===== config.mk =====
export PLATFORM = sky130hd
export DESIGN_NAME = i2c_tx_bit_driver
export DESIGN_NICKNAME = d
export VERILOG_FILES = /design/src/rtl/i2c_pkg.sv /design/src/rtl/i2c_input_sync.sv /design/src/rtl/i2c_tx_bit_driver.sv
export SDC_FILE = /design/constraint.sdc
export NUM_CORES = 1
export LEC_CHECK = 0
export CAP_MARGIN = 20
export CORE_ASPECT_RATIO = 1.75
export CORE_MARGIN = 5
export CORE_UTILIZATION = 30
export CTS_CLUSTER_DIAMETER = 60
export DETAILED_ROUTE_END_ITERATION = 8
export PLACE_DENSITY = 0.48
export SLEW_MARGIN = 20
export SYNTH_ARGS = -nofsm -noshare
export SYNTH_HDL_FRONTEND = slang
export SYNTH_HIERARCHICAL = 1
export SYNTH_SLANG_ARGS = --single-unit

===== constraint.sdc =====
create_clock -name clk -period 1.9 [get_ports clk]
set_input_delay 0.475 -clock clk [delete_from_list [all_inputs] [get_ports clk]]
set_output_delay 0.475 -clock clk [all_outputs]
set_load 0.01 [all_outputs]

===== src/rtl/i2c_pkg.sv =====
// Shared constants for the I2C transmit bit driver:
// FSM encoding, ACK polarity and byte geometry.
package i2c_pkg;

    localparam logic [1:0] ST_IDLE     = 2'd0;
    localparam logic [1:0] ST_SHIFT    = 2'd1;
    localparam logic [1:0] ST_ACK_WAIT = 2'd2;
    localparam logic [1:0] ST_ACK_END  = 2'd3;

    localparam logic ACK  = 1'b0;
    localparam logic NACK = 1'b1;

    localparam int BITS_PER_BYTE = 8;
    localparam logic [2:0] MSB_IDX = 3'(BITS_PER_BYTE - 1);

endpackage


===== src/rtl/i2c_input_sync.sv =====
// Pad-input synchroniser chain with single-cycle
// rise/fall pulses derived from the synchronised level.
module i2c_input_sync #(
    parameter int SYNC_STAGES = 2
) (
    input  logic clk,
    input  logic reset,
    input  logic raw,
    output logic sync,
    output logic rise,
    output logic fall
);

    logic [SYNC_STAGES-1:0] chain;
    logic                   prev;

    // Reset to 1: an idle I2C bus sits high.
    always_ff @(posedge clk) begin
        if (reset) begin
            chain <= '1;
            prev  <= 1'b1;
        end else begin
            chain <= {chain[SYNC_STAGES-2:0], raw};
            prev  <= chain[SYNC_STAGES-1];
        end
    end

    assign sync = chain[SYNC_STAGES-1];
    assign rise = ~prev & sync;
    assign fall = prev & ~sync;

endmodule


===== src/rtl/i2c_tx_bit_driver.sv =====
// Serialises a handshaked byte onto open-drain SDA, MSB
// first on SCL falls, then samples the master's ACK bit.
module i2c_tx_bit_driver
    import i2c_pkg::*;
#(
    parameter int SYNC_STAGES = 2
) (
    input  logic       clk,
    input  logic       reset,
    input  logic       scl_in,
    input  logic       sda_in,
    input  logic       abort,
    input  logic       tx_valid,
    input  logic [7:0] tx_data,
    output logic       tx_ready,
    output logic       sda_oe,
    output logic       busy,
    output logic       ack_valid,
    output logic       ack_nack
);

    logic [1:0] state;
    logic [7:0] shreg;
    logic [2:0] bit_cnt;

    logic scl_level_unused;
    logic scl_rise;
    logic scl_fall;
    logic sda_sync;
    logic sda_rise_unused;
    logic sda_fall_unused;

    i2c_input_sync #(.SYNC_STAGES(SYNC_STAGES)) u_scl_sync (
        .clk   (clk),
        .reset (reset),
        .raw   (scl_in),
        .sync  (scl_level_unused),
        .rise  (scl_rise),
        .fall  (scl_fall)
    );

    i2c_input_sync #(.SYNC_STAGES(SYNC_STAGES)) u_sda_sync (
        .clk   (clk),
        .reset (reset),
        .raw   (sda_in),
        .sync  (sda_sync),
        .rise  (sda_rise_unused),
        .fall  (sda_fall_unused)
    );

    assign busy     = (state != ST_IDLE);
    assign tx_ready = (state == ST_IDLE) & ~abort;

    // sda_oe is registered: it follows bit_cnt one cycle
    // after the decrement, keeping the pad output glitch-free.
    always_ff @(posedge clk) begin
        if (reset) begin
            state     <= ST_IDLE;
            shreg     <= '0;
            bit_cnt   <= MSB_IDX;
            sda_oe    <= 1'b0;
            ack_valid <= 1'b0;
            ack_nack  <= ACK;
        end else begin
            ack_valid <= 1'b0;
            if (abort) begin
                state  <= ST_IDLE;
                sda_oe <= 1'b0;
            end else begin
                unique case (state)
                    ST_IDLE: begin
                        sda_oe <= 1'b0;
                        if (tx_valid && tx_ready) begin
                            shreg   <= tx_data;
                            bit_cnt <= MSB_IDX;
                            sda_oe  <= ~tx_data[MSB_IDX];
                            state   <= ST_SHIFT;
                        end
                    end
                    ST_SHIFT: begin
                        if (scl_fall && bit_cnt == 3'd0) begin
                            sda_oe <= 1'b0;
                            state  <= ST_ACK_WAIT;
                        end else begin
                            sda_oe <= ~shreg[bit_cnt];
                            if (scl_fall)
                                bit_cnt <= bit_cnt - 3'd1;
                        end
                    end
                    ST_ACK_WAIT: begin
                        sda_oe <= 1'b0;
                        if (scl_rise) begin
                            ack_valid <= 1'b1;
                            ack_nack  <= sda_sync ? NACK : ACK;
                            state     <= ST_ACK_END;
                        end
                    end
                    ST_ACK_END: begin
                        sda_oe <= 1'b0;
                        if (scl_fall)
                            state <= ST_IDLE;
                    end
                    default: begin
                        sda_oe <= 1'b0;
                        state  <= ST_IDLE;
                    end
                endcase
            end
        end
    end

endmodule

Word level (Yosys, flattened, before mapping):

Cells that the tools add are included.

* add/subtract/negate cells: 1
* magnitude comparators: 1
* eq/ne operators: 9
* mux-type cells: 16
* bitwise operators: 9
* reductions and logical operators: 13

Operators by type and width (count)
* != test 2 bit, second input constant: 5
* two-way mux 3 bit: 3
* two-way mux 2 bit: 4
* one-hot mux 2 bit (4 select lines): 1
* NOT 1 bit: 6
* one-hot mux 3 bit (2 select lines): 1
* AND reduction 3 bit: 2
* two-way mux 1 bit: 5
* AND reduction 5 bit: 1
* == test 2 bit, second input constant: 2
* < comparator 3 x 4 -> 1 bit, second input constant: 1
* AND reduction 4 bit: 1
* nonzero test 2 bit: 2
* OR reduction 2 bit: 2
* bitwise AND 1 bit: 3
* binary-select mux 1 bit (select 3 bit): 1
* logical NOT 3 bit: 1
* one-hot mux 1 bit (3 select lines): 1
* OR reduction 3 bit: 1
* subtractor 3 x 1 -> 3 bit, second input constant: 1
* == test 2 x 1 -> 1 bit, second input constant: 1
* logical AND 1 bit: 2
* logical NOT 2 bit: 1
* != test 2 x 1 -> 1 bit, second input constant: 1

* register bits after elaboration: 21
* input port bits: 14
* output and inout bits: 5
* logic and storage cells: 58

Depth between registers and ports, before layout:

* depth after elaboration: 5
* gate-level depth with buffers: 8
* gate-level depth less buffers: 6

By module:

Netlist, hierarchy kept.

By module, submodules not included
* i2c_tx_bit_driver: instances 1, cells an instance 99, area an instance 899.6 µm², seq. area each 320.3 µm²
* i2c_input_sync: instances 2, cells an instance 8, area an instance 92.6 µm², seq. area each 60.1 µm²

Worst setup path after synthesis:

OpenSTA, ideal clock, no wires.

* kind: register -> register
* start: register bit_cnt[0]
* end: register bit_cnt[0]
* setup time: 0.126 ns
* arrival: 1.492 ns
* required time: 1.774 ns
* slack: 0.281 ns
* stages on the path, launching flop included: 7
* path buffers: 0
* period minus slack after synthesis: 1.619 ns
* cells stage by stage: dfxtp_1 > inv_1 > ha_1 > nor2b_1 > a2111oi_0 > o21ai_0 > a2bb2oi_1

* longest elaborated chain between the ends: 4
* elaborated cells between the ends (all ways): 8
* classes of those cells: add/sub: 1; eq/ne: 1; mux: 3; reduce/logical: 3

RTL lines
* from (decl): RTL line i2c_tx_bit_driver.sv:24 `logic [2:0] bit_cnt;`
* from (signal assigned): RTL line i2c_tx_bit_driver.sv:87 `bit_cnt <= bit_cnt - 3'd1;`
* subtractor 3 x 1 -> 3 bit or logical NOT 3 bit (tied branches): RTL line i2c_tx_bit_driver.sv:87, i2c_tx_bit_driver.sv:81
* two-way mux 3 bit or logical AND 1 bit (tied branches): RTL line i2c_tx_bit_driver.sv:86, i2c_tx_bit_driver.sv:81
* two-way mux 3 bit or != test 2 bit (tied branches)
* one-hot mux 3 bit (2 select lines) or AND reduction 5 bit (tied branches)

Several ways; a longest one is shown, not always the timed one. The select of a mux whose other input is x is not followed.
A chain may end at the register's enable or synchronous reset.

Final worst setup path:

* start: register state[1]
* end: output tx_ready

* longest elaborated chain between the ends: 2

RTL lines
* from (decl): RTL line i2c_tx_bit_driver.sv:22 `logic [1:0] state;`
* from (signal assigned): RTL line i2c_tx_bit_driver.sv:58 `state <= ST_IDLE;`
* from (signal assigned): RTL line i2c_tx_bit_driver.sv:67 `state <= ST_IDLE;`
* from (signal assigned): RTL line i2c_tx_bit_driver.sv:77 `state <= ST_SHIFT;`
* logical NOT 2 bit: RTL line i2c_tx_bit_driver.sv:52 `assign tx_ready = (state == ST_IDLE) & ~abort;`
* bitwise AND 1 bit: RTL line i2c_tx_bit_driver.sv:52
* to (decl): RTL line i2c_tx_bit_driver.sv:15 `output logic tx_ready,`

Every way passes these cells.

==> summary.md <==
| Metric | Value |
|---|---|
| Switching Power | `about 0.00021 W` |
| Drt pass-1 iters | `4` |
| Diodes inserted | `0` |
| Setup Crit Path Kind | `reg -> out` |
| DP Area | `roughly 1400 um2` |
| Net Sw Frac | `a little under a quarter` |
| Mapped Area | `1045 um2` |
| Remaining Overflow, GRT | `0` |
| IO Count | `19` |
| Fill cell count | `approximately 360` |
| CTS buffer count | `3` |
| Area grow syn2layout | `35.57%` |
| Vias in the first global route | `~900` |
| Max-slew violation count | `0` |
| CTS tree | `built` |
| Relative slew slack | `between 70% and 80%` |
| Dpl hpwl | `1806 um` |
| Hold WC Path Type | `reg -> reg` |
| Multi-input gate area | `between 500 and 600 um2` |
| Post-route ant nets | `0` |
| Nets@finish | `166` |
| Worst VDD drop | `0.4189 mV` |
| PortBufs | `18` |
| RSZ-0062 raised after global routing | `no` |
| Final core occ | `between 40 and 50%` |
| Clock network fraction of design power | `between 30 and 40%` |
| Via count | `between 800 and 900` |
| All-layer global routing usage | `between 10% and 20%` |
| Critical path launch point type | `flip-flop` |
| Placer Congestion | `between 0.7 and 0.8` |
| Leak | `0.6376 nW` |
| Initial Util | `31.06%` |
| Slew @ Worst Pin | `between 0.4 and 0.5 ns` |
| Syn Inst Count | `roughly 110` |
| Largest net degree at the start of global routing | `19` |
| Fin area | `between 1000 and 1500 um2` |
| Crit path capture type | `primary output` |
| Fin crit share | `a little over nine tenths` |
| Yosys warning count | `6` |
| Power density over the cells | `around 620 nW/um2` |
| Sequential Power Share | `roughly 52%` |
| Vias per cell | `approximately 4.6` |
| Final Skew | `approximately 0.0031 ns` |
| Clk_lat worst skew | `roughly 0.26 ns` |
| CP arrival | `1.31 ns` |
| Syn Area/Cell | `about 9.4 um2` |
| Min Tclk post-route | `1.781 ns` |
| Die ar. | `about 4800 um2` |
| Die Wd | `~55 um` |
| Seq. cell area | `about 420 um2` |
| Chip height | `a little under 90 um` |
| Max Root-Sink Buffers | `2` |
| Iteration-0 DRC count of the detailed router | `14` |
| Internal power | `approximately 0.00067 W` |
| First-pass GRT wire length | `3850 um` |
| Wire per inst | `11.71 um` |
| DRC Markers | `0` |
| Fraction of layout cells with a size suffix above 1 | `15.28%` |
| Core box area | `approximately 3400 um2` |
| Fmax | `0.5613 GHz` |
| H-Tree Depth | `1` |
| CTS Root Cell | `clkbuf_8` |
| Fin. Hold Viols | `0` |
| Final WL | `about 2200 um` |
| Status | `completed` |
| Syn Nets | `~130` |
| # rows | `28` |
| Initial antenna violation count | `0` |
| Crit path max fanout | `4` |
| Final Setup Violations | `0` |
| Max_cap viols | `0` |
| Crit path required time | `~1.4 ns` |
| Logic pwr share | `between 10% and 20%` |
| Clock-pin slew on the worst setup and hold paths | `approximately 0.08 ns` |
| TritonCTS Sinks | `21` |
## state kept, by name (all words and copies together) (netlist names)
register / cells
u_sda_sync/chain: 2
state: 2
shreg: 8
u_scl_sync/prev: 1
u_scl_sync/chain: 2
bit_cnt: 3
sda_oe: 1
ack_nack: 1
ack_valid: 1
## routing by layer
layer  wire length [um]  up-vias  GRT usage [%]
met1                914      403          12.08
met5                  0        -              0
met3                116        2          2.726
li1                   -      456              -
met4                 21        0          3.401
met2               1161       17          18.64
## through the flow
step                setup WS [ns]  cells  hold slack (ns)  setup TNS, ns  total power (W)
CTS                       0.07773    189           0.4127              0        0.0008931
detailed placement        -0.1315    185           0.3922        -0.7127        0.0005972
global route              0.02084    189           0.4347              0        0.0009265
finish                     0.1185    189           0.4111              0        0.0008831
global placement          -0.1376    185           0.3861        -0.8298        0.0005953
floorplan                  0.2813    111           0.3832              0        0.0005334
## worst max-delay path: stages, from the launching register on
cell and delay, ns:
dfxtp_2 0.35, inv_1 0.10, ha_2 0.21, inv_1 0.06
nor2_1 0.08, clkdlybuf4s15_1 0.24
## timing repair
item                                   CTS  global route
resized for setup                        4             1
setup endpoints to repair                2             1
setup buffers                            0             0
pin swaps                                0             0
endpoints found under the hold margin    0             0
hold buffers                             0             0
## path summary, 6_finish.rpt
kind | startpoint | end | slack [ns] | cells after the start
worst min-delay path | u_sda_sync/chain[0]$_SDFF_PP1_ | u_sda_sync/chain[1]$_SDFF_PP1_ | 0.41 | 1
worst max register to register | bit_cnt[1]$_SDFFE_PP1P_ | bit_cnt[0]$_SDFFE_PP1P_ | 0.18 | 7
worst max-delay path | state[1]$_SDFFE_PP0P_ | tx_ready | 0.12 | 5
worst min register to register | u_sda_sync/chain[0]$_SDFF_PP1_ | u_sda_sync/chain[1]$_SDFF_PP1_ | 0.41 | 1
## layout make-up
class,instances,share of cell area [%]
Clock buffer,3,2.915
Clock inverter,1,0.3534
Inverter,9,2.385
Multi-Input combinational cell,78,40.55
Sequential cell,21,29.77
Tap cell,45,3.975
Timing Repair Buffer,32,20.05
## cells in the final DEF (no fill, tap or decap), types with 2 or more instances in the layout
master / count
clkbuf_8: 3
nor2_1: 16
nand2_1: 6
nand4b_1: 2
ha_1: 6
inv_1: 9
a2bb2oi_1: 2
buf_4: 14
a21oi_1: 4
or2_1: 5
mux4_1: 2
mux2i_1: 10
clkdlybuf4s50_1: 16
o21ai_0: 4
dfxtp_1: 20
nor2b_1: 3
## power by group through the flow
stage / Sequential (W) / Combinational, W / Clock [W]
2_1_floorplan: 0.000471 / 0.0000629 / 0
3_3_place_gp: 0.000471 / 0.000124 / 0
3_5_place_dp: 0.000472 / 0.000125 / 0
4_1_cts: 0.000462 / 0.000124 / 0.000307
5_1_grt: 0.000463 / 0.000136 / 0.000327
6_report: 0.000461 / 0.000123 / 0.000299
No activity file was read; power rests on OpenSTA's default activity.
